File: src/rtl/fast_pkg.sv
// Shared types for the FAST message emitter: beat, header and FSM encodings.
// Header beat layout is {zero pad, len, id}.
package fast_pkg;

    localparam int BEAT_WIDTH     = 64;
    localparam int MSG_ID_W       = 21;
    localparam int DEF_MAX_FIELDS = 10;
    localparam int DEF_Q_DEPTH    = 4;
    localparam int LEN_W          = $clog2(DEF_MAX_FIELDS + 1);

    typedef logic [BEAT_WIDTH-1:0] beat_t;
    typedef logic [MSG_ID_W-1:0]   msg_id_t;
    typedef logic [LEN_W-1:0]      msg_len_t;

    typedef struct packed {
        msg_len_t len;
        msg_id_t  id;
    } msg_hdr_t;

    typedef enum logic [1:0] {
        IDLE = 2'd0,
        HDR  = 2'd1,
        BODY = 2'd2
    } emit_state_e;

    localparam int HDR_PAD = BEAT_WIDTH - $bits(msg_hdr_t);

    function automatic beat_t pack_hdr(msg_id_t id, msg_len_t len);
        msg_hdr_t h;
        h.len = len;
        h.id  = id;
        return {{HDR_PAD{1'b0}}, h};
    endfunction

endpackage

File: src/rtl/fast_msg_emitter_if.sv
// Bundle between message-ordering stage, emitter and order-book consumer.
// master: emitter side (captures flushes, drives beat stream); slave: peers.
interface fast_msg_emitter_if #(
    parameter int MAX_FIELDS  = fast_pkg::DEF_MAX_FIELDS,
    parameter int MSG_Q_DEPTH = fast_pkg::DEF_Q_DEPTH
);
    import fast_pkg::*;

    localparam int LW = $clog2(MAX_FIELDS + 1);
    localparam int QW = $clog2(MSG_Q_DEPTH + 1);

    logic          msg_flush;
    msg_id_t       msg_id;
    logic [LW-1:0] msg_len;
    beat_t         msg_fields [MAX_FIELDS];

    logic          out_valid;
    logic          out_ready;
    beat_t         out_data;
    logic          out_hdr;
    logic          out_last;
    logic          overflow;
    logic [QW-1:0] q_level;

    modport master (
        input  msg_flush,
        input  msg_id,
        input  msg_len,
        input  msg_fields,
        input  out_ready,
        output out_valid,
        output out_data,
        output out_hdr,
        output out_last,
        output overflow,
        output q_level
    );

    modport slave (
        output msg_flush,
        output msg_id,
        output msg_len,
        output msg_fields,
        output out_ready,
        input  out_valid,
        input  out_data,
        input  out_hdr,
        input  out_last,
        input  overflow,
        input  q_level
    );

endinterface

File: src/rtl/fast_msg_buf.sv
// Message queue storage: write port = capture, async read of the head entry.
// Ports: push_i/wr_*_i capture, pop_i retire head, rd_*_o head, q_level_o count.
module fast_msg_buf
    import fast_pkg::*;
#(
    parameter int MAX_FIELDS  = DEF_MAX_FIELDS,
    parameter int MSG_Q_DEPTH = DEF_Q_DEPTH,
    parameter int LW          = $clog2(MAX_FIELDS + 1),
    parameter int QW          = $clog2(MSG_Q_DEPTH + 1)
) (
    input  logic          clk,
    input  logic          rstn,
    input  logic          push_i,
    input  logic          pop_i,
    input  msg_id_t       wr_id_i,
    input  logic [LW-1:0] wr_len_i,
    input  beat_t         wr_fields_i [MAX_FIELDS],
    output msg_id_t       rd_id_o,
    output logic [LW-1:0] rd_len_o,
    output beat_t         rd_fields_o [MAX_FIELDS],
    output logic [QW-1:0] q_level_o
);

    localparam int PW = $clog2(MSG_Q_DEPTH);

    msg_id_t       id_mem  [MSG_Q_DEPTH];
    logic [LW-1:0] len_mem [MSG_Q_DEPTH];
    beat_t         fld_mem [MSG_Q_DEPTH][MAX_FIELDS];

    logic [PW-1:0] wr_ptr_q, wr_ptr_d;
    logic [PW-1:0] rd_ptr_q, rd_ptr_d;
    logic [QW-1:0] q_level_q, q_level_d;

    // Contents are intentionally not reset; pointers define validity.
    always_ff @(posedge clk) begin
        if (push_i) begin
            id_mem[wr_ptr_q]  <= wr_id_i;
            len_mem[wr_ptr_q] <= wr_len_i;
            for (int i = 0; i < MAX_FIELDS; i++) begin
                fld_mem[wr_ptr_q][i] <= wr_fields_i[i];
            end
        end
    end

    always_comb begin
        rd_id_o  = id_mem[rd_ptr_q];
        rd_len_o = len_mem[rd_ptr_q];
        for (int i = 0; i < MAX_FIELDS; i++) begin
            rd_fields_o[i] = fld_mem[rd_ptr_q][i];
        end
    end

    // Pointers wrap naturally since the depth is a power of two.
    always_comb begin
        wr_ptr_d  = wr_ptr_q;
        rd_ptr_d  = rd_ptr_q;
        q_level_d = q_level_q;
        if (push_i) begin
            wr_ptr_d = wr_ptr_q + PW'(1);
        end
        if (pop_i) begin
            rd_ptr_d = rd_ptr_q + PW'(1);
        end
        unique case ({push_i, pop_i})
            2'b10:   q_level_d = q_level_q + QW'(1);
            2'b01:   q_level_d = q_level_q - QW'(1);
            default: q_level_d = q_level_q;
        endcase
    end

    always_ff @(posedge clk) begin
        if (!rstn) begin
            wr_ptr_q  <= '0;
            rd_ptr_q  <= '0;
            q_level_q <= '0;
        end else begin
            wr_ptr_q  <= wr_ptr_d;
            rd_ptr_q  <= rd_ptr_d;
            q_level_q <= q_level_d;
        end
    end

    assign q_level_o = q_level_q;

endmodule

File: src/rtl/fast_msg_emitter.sv
// Captures flushed FAST messages into a small queue and replays each one as
// a header beat followed by its field beats on a valid/ready stream.
// Ports: clk, rstn (sync, active low), bus (master modport: flush capture,
// beat stream, overflow, q_level). Optional FAST_EMIT_STATS_EN adds
// stat_msgs_out / stat_msgs_dropped saturating counters.
module fast_msg_emitter
    import fast_pkg::*;
#(
    parameter int MAX_FIELDS  = DEF_MAX_FIELDS,
    parameter int MSG_Q_DEPTH = DEF_Q_DEPTH
) (
    input  logic               clk,
    input  logic               rstn,
    fast_msg_emitter_if.master bus
`ifdef FAST_EMIT_STATS_EN
    ,
    output logic [31:0]        stat_msgs_out,
    output logic [31:0]        stat_msgs_dropped
`endif
);

    localparam int LW = $clog2(MAX_FIELDS + 1);
    localparam int QW = $clog2(MSG_Q_DEPTH + 1);

    emit_state_e   state_q, state_d;
    logic [LW-1:0] idx_q, idx_d;
    logic          overflow_q, overflow_d;

    logic [QW-1:0] q_level;
    logic          full;
    logic          push;
    logic          drop;
    logic          pop;
    logic          more;
    logic [LW-1:0] cap_len;

    msg_id_t       rd_id;
    logic [LW-1:0] rd_len;
    beat_t         rd_fields [MAX_FIELDS];

    logic          valid;
    logic          hdr;
    logic          last;
    beat_t         data;

    // Full is judged on the registered level, so a retire in the same
    // cycle cannot make room for an incoming flush.
    assign full = (q_level == QW'(MSG_Q_DEPTH));
    assign push = bus.msg_flush & ~full;
    assign drop = bus.msg_flush & full;

    assign cap_len = (bus.msg_len > LW'(MAX_FIELDS)) ?
                     LW'(MAX_FIELDS) : bus.msg_len;

    // Entries left after the retire, counting a same-cycle capture.
    assign more = (q_level != QW'(1)) | push;

    fast_msg_buf #(
        .MAX_FIELDS  (MAX_FIELDS),
        .MSG_Q_DEPTH (MSG_Q_DEPTH)
    ) u_buf (
        .clk         (clk),
        .rstn        (rstn),
        .push_i      (push),
        .pop_i       (pop),
        .wr_id_i     (bus.msg_id),
        .wr_len_i    (cap_len),
        .wr_fields_i (bus.msg_fields),
        .rd_id_o     (rd_id),
        .rd_len_o    (rd_len),
        .rd_fields_o (rd_fields),
        .q_level_o   (q_level)
    );

    always_comb begin
        state_d = state_q;
        idx_d   = idx_q;
        valid   = 1'b0;
        hdr     = 1'b0;
        last    = 1'b0;
        data    = '0;
        pop     = 1'b0;
        unique case (state_q)
            IDLE: begin
                if (q_level != '0) begin
                    state_d = HDR;
                end
            end
            HDR: begin
                valid = 1'b1;
                hdr   = 1'b1;
                data  = pack_hdr(rd_id, msg_len_t'(rd_len));
                last  = (rd_len == '0);
                if (bus.out_ready) begin
                    if (last) begin
                        pop     = 1'b1;
                        state_d = more ? HDR : IDLE;
                    end else begin
                        idx_d   = '0;
                        state_d = BODY;
                    end
                end
            end
            BODY: begin
                valid = 1'b1;
                data  = rd_fields[idx_q];
                last  = (idx_q == rd_len - LW'(1));
                if (bus.out_ready) begin
                    if (last) begin
                        pop     = 1'b1;
                        state_d = more ? HDR : IDLE;
                    end else begin
                        idx_d   = idx_q + LW'(1);
                    end
                end
            end
            default: begin
                state_d = IDLE;
            end
        endcase
    end

    assign overflow_d = overflow_q | drop;

    always_ff @(posedge clk) begin
        if (!rstn) begin
            state_q    <= IDLE;
            idx_q      <= '0;
            overflow_q <= 1'b0;
        end else begin
            state_q    <= state_d;
            idx_q      <= idx_d;
            overflow_q <= overflow_d;
        end
    end

    assign bus.out_valid = valid;
    assign bus.out_hdr   = hdr;
    assign bus.out_last  = last;
    assign bus.out_data  = data;
    assign bus.overflow  = overflow_q;
    assign bus.q_level   = q_level;

`ifdef FAST_EMIT_STATS_EN
    logic [31:0] msgs_out_q, msgs_out_d;
    logic [31:0] msgs_drop_q, msgs_drop_d;

    always_comb begin
        msgs_out_d  = msgs_out_q;
        msgs_drop_d = msgs_drop_q;
        if (pop && (msgs_out_q != '1)) begin
            msgs_out_d = msgs_out_q + 32'd1;
        end
        if (drop && (msgs_drop_q != '1)) begin
            msgs_drop_d = msgs_drop_q + 32'd1;
        end
    end

    always_ff @(posedge clk) begin
        if (!rstn) begin
            msgs_out_q  <= '0;
            msgs_drop_q <= '0;
        end else begin
            msgs_out_q  <= msgs_out_d;
            msgs_drop_q <= msgs_drop_d;
        end
    end

    assign stat_msgs_out     = msgs_out_q;
    assign stat_msgs_dropped = msgs_drop_q;
`endif

endmodule
File: src/flat_wrapper.sv
// flat-port wrapper written by rule: the top's interface ports become plain ports
module fast_msg_emitter_flat import fast_pkg::*;
#(
    parameter int MAX_FIELDS  = DEF_MAX_FIELDS,
    parameter int MSG_Q_DEPTH = DEF_Q_DEPTH
)
  (clk, rstn, bus_msg_flush, bus_msg_id, bus_msg_len, bus_msg_fields, bus_out_ready, bus_out_valid, bus_out_data, bus_out_hdr, bus_out_last, bus_overflow, bus_q_level);
  fast_msg_emitter_if #(.MAX_FIELDS(MAX_FIELDS), .MSG_Q_DEPTH(MSG_Q_DEPTH)) bus_i ();
  input  logic clk;
  input  logic rstn;
  input wire logic [$bits(bus_i.msg_flush)-1:0] bus_msg_flush;
  input wire logic [$bits(bus_i.msg_id)-1:0] bus_msg_id;
  input wire logic [$bits(bus_i.msg_len)-1:0] bus_msg_len;
  input wire logic [$bits(bus_i.msg_fields)-1:0] bus_msg_fields;
  input wire logic [$bits(bus_i.out_ready)-1:0] bus_out_ready;
  output wire logic [$bits(bus_i.out_valid)-1:0] bus_out_valid;
  output wire logic [$bits(bus_i.out_data)-1:0] bus_out_data;
  output wire logic [$bits(bus_i.out_hdr)-1:0] bus_out_hdr;
  output wire logic [$bits(bus_i.out_last)-1:0] bus_out_last;
  output wire logic [$bits(bus_i.overflow)-1:0] bus_overflow;
  output wire logic [$bits(bus_i.q_level)-1:0] bus_q_level;
  assign bus_i.msg_flush = bus_msg_flush;
  assign bus_i.msg_id = bus_msg_id;
  assign bus_i.msg_len = bus_msg_len;
  assign bus_i.msg_fields = {>>{bus_msg_fields}};
  assign bus_i.out_ready = bus_out_ready;
  assign bus_out_valid = bus_i.out_valid;
  assign bus_out_data = bus_i.out_data;
  assign bus_out_hdr = bus_i.out_hdr;
  assign bus_out_last = bus_i.out_last;
  assign bus_overflow = bus_i.overflow;
  assign bus_q_level = bus_i.q_level;
  fast_msg_emitter #(.MAX_FIELDS(MAX_FIELDS), .MSG_Q_DEPTH(MSG_Q_DEPTH)) u_core (.clk(clk), .rstn(rstn), .bus(bus_i));
endmodule
File: config.mk
export PLATFORM = sky130hd
export DESIGN_NAME = fast_msg_emitter_flat
export DESIGN_NICKNAME = d
export VERILOG_FILES = /design/src/rtl/fast_pkg.sv /design/src/rtl/fast_msg_emitter_if.sv /design/src/rtl/fast_msg_buf.sv /design/src/rtl/fast_msg_emitter.sv /design/src/flat_wrapper.sv
export SDC_FILE = /design/constraint.sdc
export NUM_CORES = 2
export LEC_CHECK = 0
export CELL_PAD_IN_SITES_DETAIL_PLACEMENT = 1
export CELL_PAD_IN_SITES_GLOBAL_PLACEMENT = 1
export CORE_UTILIZATION = 55
export CTS_CLUSTER_DIAMETER = 60
export DETAILED_ROUTE_END_ITERATION = 6
export DONT_BUFFER_PORTS = 1
export PLACE_DENSITY_LB_ADDON = 0.1
export SYNTH_ARGS = -nofsm -noshare
export SYNTH_HDL_FRONTEND = slang
export SYNTH_HIERARCHICAL = 1
export SYNTH_SLANG_ARGS = --single-unit
File: constraint.sdc
create_clock -name clk -period 28.6 [get_ports clk]
set_clock_uncertainty 0.2 [all_clocks]
set_input_delay 1.43 -clock clk [delete_from_list [all_inputs] [get_ports clk]]
set_output_delay 1.43 -clock clk [all_outputs]
set_load 0.01 [all_outputs]
==> results.py <==
metrics = {
    "yosys": {
        "ys_types": 46,
        "yosysTopAreaCellShare_pct": 77.29,
        "yosys.area.top_type": "edfxtp_1",
        "syn_nets": 4741,
        "synth-seq-cells": 2676,
        "ys_warn_count": 6,
        "synth_edf_count": 2660,
        "synth_seq_area_share_pct": 77.60,
        "synth_area_um2": 103300,
        "ys_top_cells_by_area": "edfxtp_1 (77%), mux4_2 (13%), mux4_1 (5.2%), mux2i_1 (1.3%), buf_6 (0.81%)",
        "postSynthCellCount": 4059,
        "synth-main-ff-cell": "edfxtp_1",
        "avgSynthCellArea_um2": 25.46,
        "async_flop_share_pct": 0,
    },
    "sta": {
        "rsz0062_at_grt": "false",
        "hold_viol_final": 0,
        "fmaxAchievable_mhz": 125.2,
        "slew_headroom_pct": 19.91,
        "worst_slew_pin_slew_ns": 1.201,
        "drv_slew": 0,
        "fin_setup_tns_ns": 0,
        "fin_crit_sh_pct": 27.94,
        "fin_crit_ns": 7.990,
        "setup_viol": 0,
    },
    "floorplanning": {
        "dieArea_um2": 189600,
        "rows": 158,
        "die_w_um": 435.5,
        "io_pins": 740,
        "coreArea_um2": 186000,
        "start_util_pct": 55.55,
        "die_h_um": 435.5,
    },
    "grt": {
        "grt_pass1_wl_um": 348200,
        "busiest_layer": "met2",
        "grt_antenna_before_repair": 23,
        "grt_use_total_pct": 26.12,
        "met3_usage_pct": 9.191,
        "grtUsageMet1_pct": 34.03,
        "overflow": 0,
        "grt_max_degree": 152,
        "globalRouteMet2Util_pct": 41.21,
        "grt_pass1_vias": 46800,
    },
    "setup_path": {
        "arrival_ns": 6.36,
        "cp_max_fo": 42,
        "path_class": "reg -> out",
        "endpoint_kind": "output pin",
        "cp.required_ns": 26.97,
        "cp-start-kind": "flop",
    },
    "power": {
        "ir_drop_mv": 0.07728,
        "p_leak_nw": 34.60,
        "p_per_area_nw_per_um2": 74.08,
    },
    "cts": {
        "root_buffer": "clkbuf_16",
        "cts_hold_buf": 0,
        "clk_latency_ns": 0.90,
        "cts.reportedPaths.clkPinSlew_ns": 0.05,
        "clockBufferDepth": 4,
        "postCtsSetupBuffers": 0,
        "cts_tree": "built",
        "clock_sinks": 2676,
        "htreeDepth": 5,
        "ctsResizeCount": 0,
        "numCtsBuffers": 294,
    },
    "drt": {
        "drt-initial-drc-count": 3919,
        "via_per_inst": 6.347,
        "drcViolationCount": 0,
        "first_pass_iters": 5,
        "dr_total_vias": 44140,
        "wl_per_cell_um": 35.48,
        "antenna_left": 0,
        "finalWirelength_um": 246700,
    },
    "final_layout": {
        "nets": 4894,
        "syn_to_final_growth_pct": 10.62,
        "final_common_cell": "edfxtp_1",
        "drive_above_1_share_pct": 23.57,
        "num-fill-cells": 14400,
        "stdcell_count": 6954,
        "final_cell_mix": "edfxtp_1 (2660), mux4_2 (588), clkbuf_16 (300)",
        "finalInstanceArea_um2": 114300,
    },
    "placement": {
        "hpwl_um": 155900,
        "gp_congestion": 0.7879,
        "portBuffers": 0,
        "placed_area_um2": 105500,
        "place_inst": 6396,
    },
    "job": {
        "maxCapViolations": 0,
    },
    "min_path": {
        "hp-class": "reg -> reg",
    },
    "outcome": {
        "status": "finished clean",
    },
}
==> cell usage after synthesis, types with 3 or more instances <==
library cell,n
buf_1,3
a31oi_1,6
mux4_1,205
nand3_1,6
and2_1,13
buf_8,7
o221ai_1,25
nor2_1,46
mux2i_1,131
o22a_1,39
buf_2,90
nand2_1,38
dfxtp_1,16
edfxtp_1,2660
clkbuf_1,31
xnor2_1,5
inv_1,13
o21ai_0,4
buf_6,74
nand4_1,3
mux4_2,588
or3_1,3
buf_4,11
xor2_1,4
ha_1,12
==> layout make-up <==
class	count	area [um2]	area share (%)
flip-flops and latches	2676	80220	70.17
multi-input cells	1153	21490	18.80
clock buffers	365	7761	6.789
well taps	2480	3103	2.714
clock inverters	136	887.1	0.7760
repair buffers	74	668.1	0.5844
diodes	57	142.6	0.1248
inverters	13	48.80	0.04268
==> routing by layer <==
layer,share of wire [%],up-vias
met5,0,-
met2,49,1493
met4,3.1,0
li1,-,18250
met1,38,24010
met3,9.5,383
==> power breakdown <==
group | total, W | internal, W | switching [W]
Sequential | 0.00458 | 0.00453 | 0.0000436
Clock | 0.00345 | 0.00200 | 0.00145
Combinational | 0.000442 | 0.000171 | 0.000271
Total | 0.00847 | 0.00671 | 0.00176
==> worst max-delay path, cell delays in order (launching register included) <==
cell and delay, ns:
dfxtp_4 0.78, buf_4 0.65, buf_4 0.72, buf_4 0.68, buf_4 0.77, mux4_1 0.66
mux4_2 0.48, mux2i_1 0.17, o22a_1 0.30, nor2_1 0.12
==> final timing paths <==
kind | slack (ns) | startpoint | cells past startpoint | to
min reg2reg | 0.33 | u_core/state_q[0] | 2 | u_core/state_q[0]
max | 20.61 | flop | 9 | bus_out_data[31]
min | 0.33 | u_core/state_q[0] | 2 | u_core/state_q[0]
max reg2reg | 22.56 | flop | 15 | u_core/u_buf/q_level_o[2]
==> logic make-up (layout without fill, tap and decap cells) <==
| logic type | Yosys count | in the layout | share of synthesized area, % |
|---|---|---|---|
| DFF | 2676 | 2676 | 77.60 |
| muxes | 924 | 924 | 19.30 |
| buffers and inverters | 230 | 588 | 1.614 |
| and+or+nand+nor | 119 | 119 | 0.5243 |
| AOI/OAI and AO/OA | 87 | 87 | 0.6986 |
| adders and majority gates | 13 | 13 | 0.1647 |
| xor gates and xnor gates | 10 | 10 | 0.09927 |
| other | 0 | 57 | 0 |
==> stage by stage <==
step | power [W] | worst slack, ns | utilization, % | hold slack (ns)
CTS | 0.008546 | 20.27 | 61.38 | 0.3279
floorplan | 0.005084 | 10.31 | - | 0.2710
global route | 0.008697 | 20.11 | 61.44 | 0.3505
detailed placement | 0.005107 | 21.26 | 56.73 | 0.3069
finish | 0.008469 | 20.61 | 61.45 | 0.3330
global placement | 0.005090 | 21.33 | 56.73 | 0.2850
==> registers in the layout, summed over array words and instances (netlist names), named ones only <==
signal,flops
u_core/u_buf/fld_mem,2560
u_core/u_buf/id_mem,84
u_core/u_buf/len_mem,16
u_core/idx_q,4
u_core/u_buf/q_level_o,3
u_core/state_q,2
u_core/u_buf/rd_ptr_q,2
u_core/u_buf/wr_ptr_q,2
u_core/bus.overflow,1
Note: power is estimated with default switching activity, not from simulation.
